[config.mk]
export PLATFORM = sky130hd
export DESIGN_NAME = perf_counter_unit_flat
export DESIGN_NICKNAME = d
export VERILOG_FILES = /design/src/rtl/perf_pkg.sv /design/src/rtl/perf_counter_unit_if.sv /design/src/rtl/perf_sat_counter.sv /design/src/rtl/perf_counter_unit.sv /design/src/flat_wrapper.sv
export SDC_FILE = /design/constraint.sdc
export NUM_CORES = 1
export LEC_CHECK = 0
export CAP_MARGIN = 10
export CORE_MARGIN = 8
export CORE_UTILIZATION = 25
export DETAILED_ROUTE_END_ITERATION = 7
export PLACE_DENSITY = 0.51
export SLEW_MARGIN = 10
export SYNTH_ARGS = -nofsm -noshare
export SYNTH_HDL_FRONTEND = slang
export SYNTH_HIERARCHICAL = 1
export SYNTH_SLANG_ARGS = --single-unit
[constraint.sdc]
create_clock -name i_clk -period 6.5 [get_ports i_clk]
set_clock_uncertainty 0.15 [all_clocks]
set_input_delay 1.625 -clock i_clk [delete_from_list [all_inputs] [get_ports i_clk]]
set_output_delay 1.625 -clock i_clk [all_outputs]
set_load 0.005 [all_outputs]
[src/rtl/perf_pkg.sv]
// Shared types and constants for the performance counter unit: FSM states,
// command codes, readout selects and overflow bit positions.
package perf_pkg;

  typedef enum logic [1:0] {
    ST_IDLE   = 2'd0,
    ST_RUN    = 2'd1,
    ST_FROZEN = 2'd2,
    ST_CLEAR  = 2'd3
  } state_e;

  typedef enum logic [1:0] {
    CMD_NOP   = 2'd0,
    CMD_START = 2'd1,
    CMD_STOP  = 2'd2,
    CMD_CLEAR = 2'd3
  } cmd_e;

  localparam logic [2:0] SEL_CYCLES  = 3'd0;
  localparam logic [2:0] SEL_RETIRED = 3'd1;
  localparam logic [2:0] SEL_CTRL    = 3'd2;
  localparam logic [2:0] SEL_MISPRED = 3'd3;
  localparam logic [2:0] SEL_BUBBLES = 3'd4;
  localparam logic [2:0] SEL_OVF     = 3'd5;
  localparam logic [2:0] SEL_PC      = 3'd6;
  localparam logic [2:0] SEL_MISPC   = 3'd7;

  // Counter slots double as overflow bit positions in the SEL_OVF word.
  localparam int NUM_CNT     = 5;
  localparam int OVF_CYCLES  = 0;
  localparam int OVF_RETIRED = 1;
  localparam int OVF_CTRL    = 2;
  localparam int OVF_MISPRED = 3;
  localparam int OVF_BUBBLES = 4;

endpackage

[src/rtl/perf_counter_unit_if.sv]
// Bundle of commit-stream, command and readout signals between the core
// (or a testbench) and perf_counter_unit.
interface perf_counter_unit_if;
  logic        i_insn_vld;
  logic        i_ctrl;
  logic        i_mispred;
  logic [31:0] i_pc;
  logic        i_cmd_valid;
  logic [1:0]  i_cmd;
  logic        o_cmd_ready;
  logic [2:0]  i_rd_sel;
  logic [2:0]  i_trace_idx;
  logic [31:0] o_rd_data;
  logic [1:0]  o_state;
  logic        o_ovf;

  modport master (
    output i_insn_vld, i_ctrl, i_mispred, i_pc, i_cmd_valid, i_cmd,
           i_rd_sel, i_trace_idx,
    input  o_cmd_ready, o_rd_data, o_state, o_ovf
  );

  modport slave (
    input  i_insn_vld, i_ctrl, i_mispred, i_pc, i_cmd_valid, i_cmd,
           i_rd_sel, i_trace_idx,
    output o_cmd_ready, o_rd_data, o_state, o_ovf
  );
endinterface

[src/rtl/perf_sat_counter.sv]
// Saturating event counter with a sticky overflow flag; clear has priority
// over increment.
module perf_sat_counter #(
  parameter int COUNT_W = 32
) (
  input  logic               clk,
  input  logic               rst,
  input  logic               clear,
  input  logic               inc,
  output logic [COUNT_W-1:0] count,
  output logic               ovf
);

  localparam logic [COUNT_W-1:0] MAX = {COUNT_W{1'b1}};

  // NOTE: sequential state uses <= so every flop samples pre-edge values.
  always_ff @(posedge clk or posedge rst) begin
    if (rst) begin
      count <= '0;
      ovf   <= 1'b0;
    end else if (clear) begin
      count <= '0;
      ovf   <= 1'b0;
    end else if (inc) begin
      if (count == MAX) ovf <= 1'b1;
      else              count <= count + COUNT_W'(1);
    end
  end

endmodule

[src/rtl/perf_counter_unit.sv]
// Commit-stream performance counters under a start/stop/clear FSM with a
// registered readout. Define PERF_MISPRED_TRACE_EN to add a mispredict PC trace.
module perf_counter_unit
  import perf_pkg::*;
#(
  parameter int COUNT_W     = 32,
  parameter int TRACE_DEPTH = 8
) (
  input  logic                i_clk,
  input  logic                i_reset,
  perf_counter_unit_if.slave  bus
);

  localparam logic [2:0] TRACE_MASK = 3'(TRACE_DEPTH - 1);

  state_e state, state_next;
  cmd_e   cmd;
  logic   cmd_accept;
  logic   running, clearing;
  logic   commit, mispred_commit;

  assign cmd             = cmd_e'(bus.i_cmd);
  assign bus.o_cmd_ready = (state != ST_CLEAR);
  assign cmd_accept      = bus.i_cmd_valid & bus.o_cmd_ready;
  assign bus.o_state     = state;

  assign running         = (state == ST_RUN);
  assign clearing        = (state == ST_CLEAR);
  assign commit          = running & bus.i_insn_vld;
  assign mispred_commit  = commit & bus.i_mispred;

  always_ff @(posedge i_clk or posedge i_reset) begin
    if (i_reset) state <= ST_IDLE;
    else         state <= state_next;
  end

  always_comb begin
    // NOTE: default first so every path assigns state_next and no latch is inferred.
    state_next = state;
    if (state == ST_CLEAR) begin
      state_next = ST_IDLE;
    end else if (cmd_accept) begin
      case (cmd)
        CMD_START: if (state != ST_RUN) state_next = ST_RUN;
        CMD_STOP:  if (state == ST_RUN) state_next = ST_FROZEN;
        CMD_CLEAR: state_next = ST_CLEAR;
        default:   state_next = state;
      endcase
    end
  end

  logic [NUM_CNT-1:0] inc;
  logic [NUM_CNT-1:0] ovf;
  logic [COUNT_W-1:0] cnt [NUM_CNT];

  always_comb begin
    inc              = '0;
    inc[OVF_CYCLES]  = running;
    inc[OVF_RETIRED] = commit;
    inc[OVF_CTRL]    = commit & bus.i_ctrl;
    inc[OVF_MISPRED] = mispred_commit;
    inc[OVF_BUBBLES] = running & ~bus.i_insn_vld;
  end

  for (genvar g = 0; g < NUM_CNT; g++) begin : g_cnt
    perf_sat_counter #(.COUNT_W(COUNT_W)) u_cnt (
      .clk   (i_clk),
      .rst   (i_reset),
      .clear (clearing),
      .inc   (inc[g]),
      .count (cnt[g]),
      .ovf   (ovf[g])
    );
  end

  assign bus.o_ovf = |ovf;

  logic [31:0] last_pc, last_mispc, mispc_read;

  always_ff @(posedge i_clk or posedge i_reset) begin
    if (i_reset) begin
      last_pc    <= '0;
      last_mispc <= '0;
    end else if (clearing) begin
      last_pc    <= '0;
      last_mispc <= '0;
    end else begin
      if (commit)         last_pc    <= bus.i_pc;
      if (mispred_commit) last_mispc <= bus.i_pc;
    end
  end

`ifdef PERF_MISPRED_TRACE_EN
  logic [31:0] trace_mem [TRACE_DEPTH];
  logic [2:0]  trace_ptr;
  logic [2:0]  trace_rd_ptr;

  // NOTE: the buffer is reset, not left as plain RAM, because unwritten entries must read 0.
  always_ff @(posedge i_clk or posedge i_reset) begin
    if (i_reset) begin
      trace_ptr <= '0;
      for (int i = 0; i < TRACE_DEPTH; i++) trace_mem[i] <= '0;
    end else if (clearing) begin
      trace_ptr <= '0;
      for (int i = 0; i < TRACE_DEPTH; i++) trace_mem[i] <= '0;
    end else if (mispred_commit) begin
      trace_mem[trace_ptr & TRACE_MASK] <= bus.i_pc;
      trace_ptr                         <= trace_ptr + 3'd1;
    end
  end

  // The 3-bit pointer wraps mod 8; masking folds it to any power-of-two depth.
  assign trace_rd_ptr = (trace_ptr - 3'd1 - bus.i_trace_idx) & TRACE_MASK;
  assign mispc_read   = trace_mem[trace_rd_ptr];
`else
  logic unused_trace;
  assign unused_trace = ^{bus.i_trace_idx, TRACE_MASK};
  assign mispc_read   = last_mispc;
`endif

  logic [31:0] rd_next;

  always_comb begin
    rd_next = '0;
    case (bus.i_rd_sel)
      SEL_CYCLES:  rd_next = 32'(cnt[OVF_CYCLES]);
      SEL_RETIRED: rd_next = 32'(cnt[OVF_RETIRED]);
      SEL_CTRL:    rd_next = 32'(cnt[OVF_CTRL]);
      SEL_MISPRED: rd_next = 32'(cnt[OVF_MISPRED]);
      SEL_BUBBLES: rd_next = 32'(cnt[OVF_BUBBLES]);
      SEL_OVF:     rd_next = 32'(ovf);
      SEL_PC:      rd_next = last_pc;
      SEL_MISPC:   rd_next = mispc_read;
      default:     rd_next = '0;
    endcase
  end

  always_ff @(posedge i_clk or posedge i_reset) begin
    if (i_reset) bus.o_rd_data <= '0;
    else         bus.o_rd_data <= rd_next;
  end

endmodule

[src/flat_wrapper.sv]
// flat-port wrapper written by rule: the top's interface ports become plain ports
module perf_counter_unit_flat import perf_pkg::*;
#(
  parameter int COUNT_W     = 32,
  parameter int TRACE_DEPTH = 8
)
  (i_clk, i_reset, bus_i_insn_vld, bus_i_ctrl, bus_i_mispred, bus_i_pc, bus_i_cmd_valid, bus_i_cmd, bus_i_rd_sel, bus_i_trace_idx, bus_o_cmd_ready, bus_o_rd_data, bus_o_state, bus_o_ovf);
  perf_counter_unit_if bus_i ();
  input  logic i_clk;
  input  logic i_reset;
  input wire logic [$bits(bus_i.i_insn_vld)-1:0] bus_i_insn_vld;
  input wire logic [$bits(bus_i.i_ctrl)-1:0] bus_i_ctrl;
  input wire logic [$bits(bus_i.i_mispred)-1:0] bus_i_mispred;
  input wire logic [$bits(bus_i.i_pc)-1:0] bus_i_pc;
  input wire logic [$bits(bus_i.i_cmd_valid)-1:0] bus_i_cmd_valid;
  input wire logic [$bits(bus_i.i_cmd)-1:0] bus_i_cmd;
  input wire logic [$bits(bus_i.i_rd_sel)-1:0] bus_i_rd_sel;
  input wire logic [$bits(bus_i.i_trace_idx)-1:0] bus_i_trace_idx;
  output wire logic [$bits(bus_i.o_cmd_ready)-1:0] bus_o_cmd_ready;
  output wire logic [$bits(bus_i.o_rd_data)-1:0] bus_o_rd_data;
  output wire logic [$bits(bus_i.o_state)-1:0] bus_o_state;
  output wire logic [$bits(bus_i.o_ovf)-1:0] bus_o_ovf;
  assign bus_i.i_insn_vld = bus_i_insn_vld;
  assign bus_i.i_ctrl = bus_i_ctrl;
  assign bus_i.i_mispred = bus_i_mispred;
  assign bus_i.i_pc = bus_i_pc;
  assign bus_i.i_cmd_valid = bus_i_cmd_valid;
  assign bus_i.i_cmd = bus_i_cmd;
  assign bus_i.i_rd_sel = bus_i_rd_sel;
  assign bus_i.i_trace_idx = bus_i_trace_idx;
  assign bus_o_cmd_ready = bus_i.o_cmd_ready;
  assign bus_o_rd_data = bus_i.o_rd_data;
  assign bus_o_state = bus_i.o_state;
  assign bus_o_ovf = bus_i.o_ovf;
  perf_counter_unit #(.COUNT_W(COUNT_W), .TRACE_DEPTH(TRACE_DEPTH)) u_core (.i_clk(i_clk), .i_reset(i_reset), .bus(bus_i));
endmodule
Yosys cells after proc, flatten, opt, wreduce, memory -nomap -nowiden
Cells that the tools add are included.

cells by class
  add/subtract/negate cells = 5
  mux-type cells = 40
  reductions and logical operators = 25
  bitwise operators = 6
  equality and inequality tests = 26

operators with widths
  cell                   number
  $mux 32                19
  $pmux 32 s8            1
  $add 32x1->32 const B  5
  $eq 32x32->1 const B   5
  $reduce_bool 2->1      11
  $reduce_and 2->1       10
  $mux 1                 15
  $eq 3x3->1 const B     4
  $ne 2x1->1 const B     6
  $mux 2                 4
  $eq 2x2->1 const B     3
  $eq 3x2->1 const B     2
  $ne 3x1->1 const B     2
  $pmux 2 s3             1
  $and 1x1->1            5
  $reduce_or 5->1        1
  $eq 2x1->1 const B     2
  $reduce_and 4->1       1
  $reduce_bool 4->1      1
  $eq 3x1->1 const B     1
  $logic_not 3->1        1
  $ne 2x2->1 const B     1
  $not 1->1              1

word-level totals
  output and inout port bits = 36
  register bits after elaboration = 263
  logic and storage cells = 116

Longest topological paths before layout
Gate-level depths: netlist (run 1).

  depth after elaboration = 5
  gate-level depth with buffers = 10
  gate-level depth less buffers = 8

Cells and area by module
The synthesis (run 1) kept the hierarchy.

by module, submodules not included
  module             instances  cells each  area each (um2)
  perf_sat_counter   5          198         1895.6
  perf_counter_unit  1          426         5161.2

Worst setup path after synthesis (run 1)
Ideal clock, no wire load.

  path kind = input-to-reg
  start = input bus_i_insn_vld
  end = register u_core.g_cnt[1].u_cnt.count[25]
  stages = 8
  setup slack = 2959 ps
  arrival = 3325 ps
  buffers on the path = 2
  data required time = 6284 ps
  library setup time = 66 ps
  path through = and2_4 -> buf_6 -> buf_2 -> and3_1 -> nand3_4 -> a311o_1 -> or4_1 -> nand2_1

between the ends
  cells in the longest elaborated chain, start to end = 3

ends and longest elaborated chain
  what                         line                     source
  start: declaration           flat_wrapper.sv:11       input wire logic [$bits(bus_i.i_insn_vld)-1:0] bus_i_insn_vld;
  $and 1x1->1                  perf_counter_unit.sv:29  assign commit = running & bus.i_insn_vld;
  net u_core.commit            perf_counter_unit.sv:20  logic commit, mispred_commit;
  $reduce_bool 2->1 (no line)  -
  $reduce_and 2->1 (no line)   -
  end signal: assignment       perf_sat_counter.sv:26   else count <= count + COUNT_W'(1);
  end: declaration             perf_sat_counter.sv:10   output logic [COUNT_W-1:0] count,

The timed path passes the listed nets, and every way through them passes these cells.
A chain may end at the register's enable or synchronous reset.

Final worst setup path (run 1)
  start = input bus_i_insn_vld
  end = register u_core.g_cnt[2].u_cnt.count[25]

between the ends
  cells in the longest elaborated chain, start to end = 4

ends and longest elaborated chain
  what                         line                     source
  $and 1x1->1                  perf_counter_unit.sv:29
  $and 1x1->1                  perf_counter_unit.sv:60  inc[OVF_CTRL] = commit & bus.i_ctrl;
  net u_core.inc[2]            perf_counter_unit.sv:52  logic [NUM_CNT-1:0] inc;
  $reduce_bool 2->1 (no line)  -
  $reduce_and 2->1 (no line)   -
  end signal: assignment       perf_sat_counter.sv:26
  end: declaration             perf_sat_counter.sv:10

The timed path passes the listed nets, and every way through them passes these cells.

==> results_dict.tcl, run 1 <==
set metrics [dict create \
    synthTopCellsByArea "dfrtp_1 (45%), xnor2_1 (5.1%), nor2_1 (4.0%)" \
    diodes 0 \
    power.switching_w 0.00144 \
    slew_headroom_pct 30.6 \
    yosysWarnings 6 \
    synth_commonest_cells "dfrtp_1 (263), nor2_1 (155), xnor2_1 (85)" \
    seq_area_frac_synth_pct 45.0 \
    syn_nets 1467 \
    clock-root-buffer "clkbuf_16" \
    vdd.ir_drop.worst_mv 0.213 \
    rows 88 \
    hold_buffers 0 \
    period_share_pct 56.9 \
    setup_viol 0 \
    critPathMaxFanout 7 \
    antenna_found_initial 3 \
    synth.most_common_cell "dfrtp_1" \
    p_leak_nw 6.97 \
    gp_congestion 0.856 \
    clockPowerShare_pct 36.8 \
    htreeDepth 1 \
    core_area_um2 57800 \
    drv_slew 0 \
    numCtsBuffers 30 \
    start_kind "primary input" \
    antenna_left 0 \
    synth_cells 1416 \
    min_to "u_core/last_mispc[18]" \
    synth_cell_types 54 \
    clkTransAtPathRegs_ns 0.06 \
    dr.pass1.iters 5 \
    final_cell_count_no_fill 2230 \
    drv_cap 0 \
    pin_count 82 \
    portBuffers 78 \
    p_seq_share_pct 42.6 \
    cp.arrival_ns 4.06 \
    yosys.area.top_type "dfrtp_1" \
    drive_above_1_share_pct 11.7 \
    hpwl_um 32500 \
    place_area_um2 16000 \
    syn_avg_cell_area_um2 10.3 \
    syn_area_um2 14600 \
    r2r_start "u_core/bus.o_state[0]" \
    die_area_um2 66600 \
    drt_wl_total_um 45600 \
    numClockSinks 263 \
    grt_pass1_vias 11400 \
    min-delay-path-class "flop to flop" \
    status "completed" \
    pwr-share-comb_pct 20.6 \
    dieHeight_um 258 \
    cts_setup_buffers 0 \
    fin_area_um2 17000 \
    synthArstFlopShare_pct 100 \
    critPathRequiredTime_ns 6.86 \
    dieWidth_um 258 \
    worst_r2r_endpoint "u_core/g_cnt[1].u_cnt/count[3]" \
    grt_first_pass_wirelength_um 70200 \
    drt_iter0_markers 1006 \
    drc 0 \
    cts.repair.resized 0 \
    p_per_area_nw_per_um2 282 \
    final_hold_viol_count 0 \
    cp-end-kind "flop" \
    power.internal_w 0.00334 \
    rsz0062_at_grt "no" \
    period_needed_ns 3.70 \
    synthToLayoutAreaGrowth_pct 16.0 \
    min_from "u_core/last_mispc[18]" \
    min_path_cells 1 \
    max_freq_mhz 270 \
    worst_slew_pin_slew_ns 1.03 \
    ys_ff_latch 263 \
    nFillCells 5953 \
    critPathKind "primary input to flop" \
    dp.cells 2179 \
    overflow 0 \
    track_usage_pct 13.3 \
    synth_edf_count 0 \
    clk_latency_ns 0.57 \
    synth_top_area_share_pct 45.0 \
    setup_tns_ns 0 \
    post_drt_via_cell_ratio 5.24 \
    fin_nets 1497 \
    grt_max_degree 104 \
    vias 11700 \
    initial_utilization_pct 25.3 \
    cts_buffer_depth 3 \
    synth-main-ff-cell "dfrtp_1" \
    wl_per_cell_um 20.4 \
    cts_tree "done" \
    r2r_slack_ns 3.53 \
    p_sw_share_pct 30.1 \
    r2r_cells 6 \
]
-- layout make-up --
type	count	area (um2)	area share (%)
clock buffer	43	871	5.13
sequential	263	6580	38.7
tap	765	957	5.63
clock inverter	8	144	0.847
timing repair buffer	95	896	5.27
inverter	37	146	0.862
multi-input combinational	1019	7390	43.5
-- per-layer routing --
metal	GRT usage [%]	share of wire, %
met3	2.30	5.6
met1	19.3	48
met4	5.37	4.1
met2	19.3	43
met5	0	0.026
-- cell families after synthesis --
logic type      synth area share [%]
simple gates                    20.2
flops                           45.0
xor+xnor                        5.68
fa+ha+maj                      0.427
buf+inv                         4.56
mux                             8.32
compound gates                  15.8
-- critical path: stages --
cell and delay (ns):
clkdlybuf4s50_1 0.66, and3_1 0.35, and3_1 0.24, nand3_4 0.15
a311o_1 0.45, or4_1 0.50, nand2_1 0.08
-- power groups by stage --
stage / clock [W] / combinational (W) / sequential (W)
after global placement: 0 / 0.000974 / 0.00206
final: 0.00176 / 0.000985 / 0.00204
after detailed placement: 0 / 0.000991 / 0.00207
after CTS: 0.00182 / 0.000997 / 0.00204
after global routing: 0.00187 / 0.00108 / 0.00207
after floorplan: 0 / 0.000666 / 0.00200
-- per-stage QoR --
stage          util (%)  setup WS [ns]  power (W)  hold slack (ns)
3_5_place_dp       27.6           2.22    0.00306            0.326
3_3_place_gp       27.6           2.23    0.00303            0.319
5_1_grt            29.4           2.70    0.00503            0.351
2_1_floorplan         -           2.16    0.00267            0.310
4_1_cts            29.4           2.83    0.00486            0.339
6_report           29.4           2.80    0.00479            0.337
-- registers in the layout, indices dropped and copies added (netlist names) --
register,count
u_core/g_cnt.u_cnt/count,160
u_core/bus.o_rd_data,32
u_core/g_cnt.u_cnt/ovf,5
u_core/bus.o_state,2
u_core/last_mispc,32
u_core/last_pc,32
-- how the worst max path moves through the flow --
stage                               from                              end  slack (ns)  cells after the start
after floorplan                  i_reset          u_core/bus.o_rd_data[0]        2.16                      1
after global placement    bus_i_insn_vld  u_core/g_cnt[4].u_cnt/count[25]        2.23                      7
after detailed placement  bus_i_insn_vld  u_core/g_cnt[4].u_cnt/count[25]        2.22                      7
after CTS                 bus_i_insn_vld  u_core/g_cnt[3].u_cnt/count[25]        2.83                      7
after global routing      bus_i_insn_vld  u_core/g_cnt[2].u_cnt/count[25]        2.70                      7
final                     bus_i_insn_vld  u_core/g_cnt[2].u_cnt/count[25]        2.80                      7
-- cells in the final DEF, fill, tap and decap left out, types with 20 or more instances in the layout --
cell type / netlist / routed
nand4_1: 20 / 20
and3_1: 22 / 22
mux2i_1: 35 / 35
a21oi_1: 68 / 68
mux2_2: 33 / 33
dfrtp_1: 263 / 263
clkbuf_16: 0 / 31
a32o_1: 32 / 32
a2111oi_0: 20 / 20
inv_1: 36 / 34
xnor2_1: 85 / 85
and4_1: 25 / 25
nand2_1: 61 / 60
nor2b_1: 22 / 22
nor4_1: 25 / 25
o21ai_0: 36 / 36
mux4_2: 22 / 22
nand3_1: 75 / 75
a211oi_1: 22 / 22
or3_1: 31 / 31
nor2_1: 155 / 155
a22o_1: 32 / 32
clkdlybuf4s50_1: 0 / 75
Power figures use the tool's default switching activity.
==> inputs of run 2 (changes only) <==
--- a/config.mk
+++ b/config.mk
@@ -9,7 +9,7 @@
 export CORE_MARGIN = 8
 export CORE_UTILIZATION = 25
 export DETAILED_ROUTE_END_ITERATION = 7
-export PLACE_DENSITY = 0.51
+export PLACE_DENSITY = 0.52
 export SLEW_MARGIN = 10
 export SYNTH_ARGS = -nofsm -noshare
 export SYNTH_HDL_FRONTEND = slang
==> constraint.sdc (replaced) <==
create_clock -name i_clk -period 3.3 [get_ports i_clk]
set_clock_uncertainty 0.15 [all_clocks]
set_input_delay 0.825 -clock i_clk [delete_from_list [all_inputs] [get_ports i_clk]]
set_output_delay 0.825 -clock i_clk [all_outputs]
set_load 0.005 [all_outputs]
==> run 2 against run 1 <==
Against the previous run:
- hold slack about the same
- combinational power up 110%
- final area up 3.4%
- critical path depth down 4
- worst setup slack worse by 2.3 ns
- sequential cell count unchanged
- die area unchanged
- clock-buffer cell count down 4
- largest cell class unchanged
- highest routed layer unchanged
==> results_dict.tcl, run 2 (synthesis gave the netlist of run 1 again) <==
set metrics [dict create \
    grt_first_pass_wirelength_um 73100 \
    layout_common_cells "dfrtp_1 (263), nor2_1 (155), xnor2_1 (85), clkdlybuf4s50_1 (75), nand3_1 (75)" \
    vias 11900 \
    wl_per_cell_um 21.0 \
    grt_max_degree 82 \
    rows 88 \
    p_leak_nw 7.29 \
    track_usage_pct 13.9 \
    initial_utilization_pct 25.3 \
    nFillCells 5942 \
    pin_count 82 \
    worst_slew_pin_slew_ns 0.712 \
    hold_buffers 0 \
    die_area_um2 66600 \
    multi_input_area_um2 7390 \
    fin_area_um2 17600 \
    top_register "u_core/g_cnt.u_cnt/count" \
    max_freq_mhz 362 \
    cp-end-kind "primary output" \
    final_common_cell "dfrtp_1" \
    drive_above_1_share_pct 14.7 \
    period_needed_ns 2.76 \
    core_area_um2 57800 \
    dieHeight_um 258 \
    post_drt_via_cell_ratio 5.22 \
    cts_setup_buffers 0 \
    crit_path_max_incr_delay_ns 0.48 \
    fin_nets 1543 \
    portBuffers 78 \
    drt_wl_total_um 47800 \
    antenna_left 0 \
    final_hold_viol_count 0 \
    drv_slew 0 \
    drv_cap 0 \
    critical_path.slowest_cell "clkdlybuf4s50_1" \
    path_cells "nor3_1, nand2_1, clkdlybuf4s50_1" \
    slew_headroom_pct 52.2 \
    drc 0 \
    numCtsBuffers 31 \
    period_share_pct 83.7 \
    clk_latency_ns 0.57 \
    numClockSinks 263 \
    status "completed" \
    dr.pass1.iters 5 \
    antenna_found_initial 3 \
    critPathKind "flop to primary output" \
    cts_tree "done" \
    start_kind "flop" \
    clock-root-buffer "clkbuf_16" \
    worstPathBufferInverterCount 1 \
    cp.arrival_ns 1.79 \
    htreeDepth 1 \
    hpwl_um 35100 \
    crit_family "buffers and inverters" \
    clkTransAtPathRegs_ns 0.06 \
    synthToLayoutAreaGrowth_pct 20.0 \
    critPathRequiredTime_ns 2.32 \
    r2r_slack_ns 0.57 \
    p_per_area_nw_per_um2 562 \
    cts.repair.resized 0 \
    drt_iter0_markers 1034 \
    vdd.ir_drop.worst_mv 0.403 \
    grt_pass1_vias 11500 \
    critPathMaxFanout 3 \
    min-delay-path-class "flop to flop" \
    final_cell_count_no_fill 2281 \
    hold-worst-slack_ns 0.337 \
    rsz0062_at_grt "no" \
    seq_area_um2 6580 \
    overflow 0 \
    dp.cells 2224 \
    setup_viol 0 \
    dieWidth_um 258 \
    largest_reg_flops 160 \
    place_area_um2 16400 \
    cts_buffer_depth 3 \
    gp_congestion 0.847 \
]
==> run 2: changes by cell type in the layout (fill, tap and decap cells not counted) <==
cell and change:
clkinvlp_4 +2, clkinv_2 +5, clkbuf_1 -3, bufinv_16 +4, nand2_2 -1, inv_4 -1, clkinv_4 -1, diode_2 +1
nand2_1 +1, buf_12 +10, clkbuf_8 -1, buf_4 +35
==> run 2: where the power goes <==
group | total [W] | internal [W] | switching, W
Clock | 0.00381 | 0.00242 | 0.00139
Sequential | 0.00401 | 0.00366 | 0.000347
Combinational | 0.00205 | 0.000895 | 0.00116
==> run 2: metal layers <==
layer / track usage (%) / share of wire, %
met1: 19.8 / 45
met2: 21.9 / 46
met3: 1.55 / 5.7
met4: 4.25 / 2.8
met5: 0 / 0.056
==> run 2: final timing paths <==
| path | start | to | depth (start not counted) |
|---|---|---|---|
| min reg2reg | u_core/last_mispc[13] | u_core/last_mispc[13] | 1 |
| min in group asynchronous | i_reset | u_core/last_pc[4] | 2 |
| max reg2reg | u_core/g_cnt[1].u_cnt/count[8] | u_core/g_cnt[1].u_cnt/count[5] | 5 |
| max in group asynchronous | i_reset | u_core/last_mispc[5] | 3 |
| min | u_core/last_mispc[13] | u_core/last_mispc[13] | 1 |
| max | u_core/g_cnt[3].u_cnt/ovf | bus_o_ovf | 3 |
==> run 2: metrics by stage <==
stage	TNS [ns]	setup slack, ns	utilization [%]	total power (W)
after global placement	-0.0112	-0.0109	28.4	0.00607
after detailed placement	-0.0247	-0.0143	28.4	0.00612
final	0	0.536	30.4	0.00988
after global routing	0	0.376	30.4	0.0104
after CTS	0	0.515	30.4	0.00998
after floorplan	0	0.559	-	0.00526
==> run 2: cell type report <==
class                   count  share of cell area [%]
clock buffers              39                    4.81
clock inverters            17                    1.64
flip-flops and latches    263                    37.5
multi-input cells        1019                    42.1
diodes                      1                  0.0142
repair buffers            140                    7.73
well taps                 765                    5.45
inverters                  37                   0.840
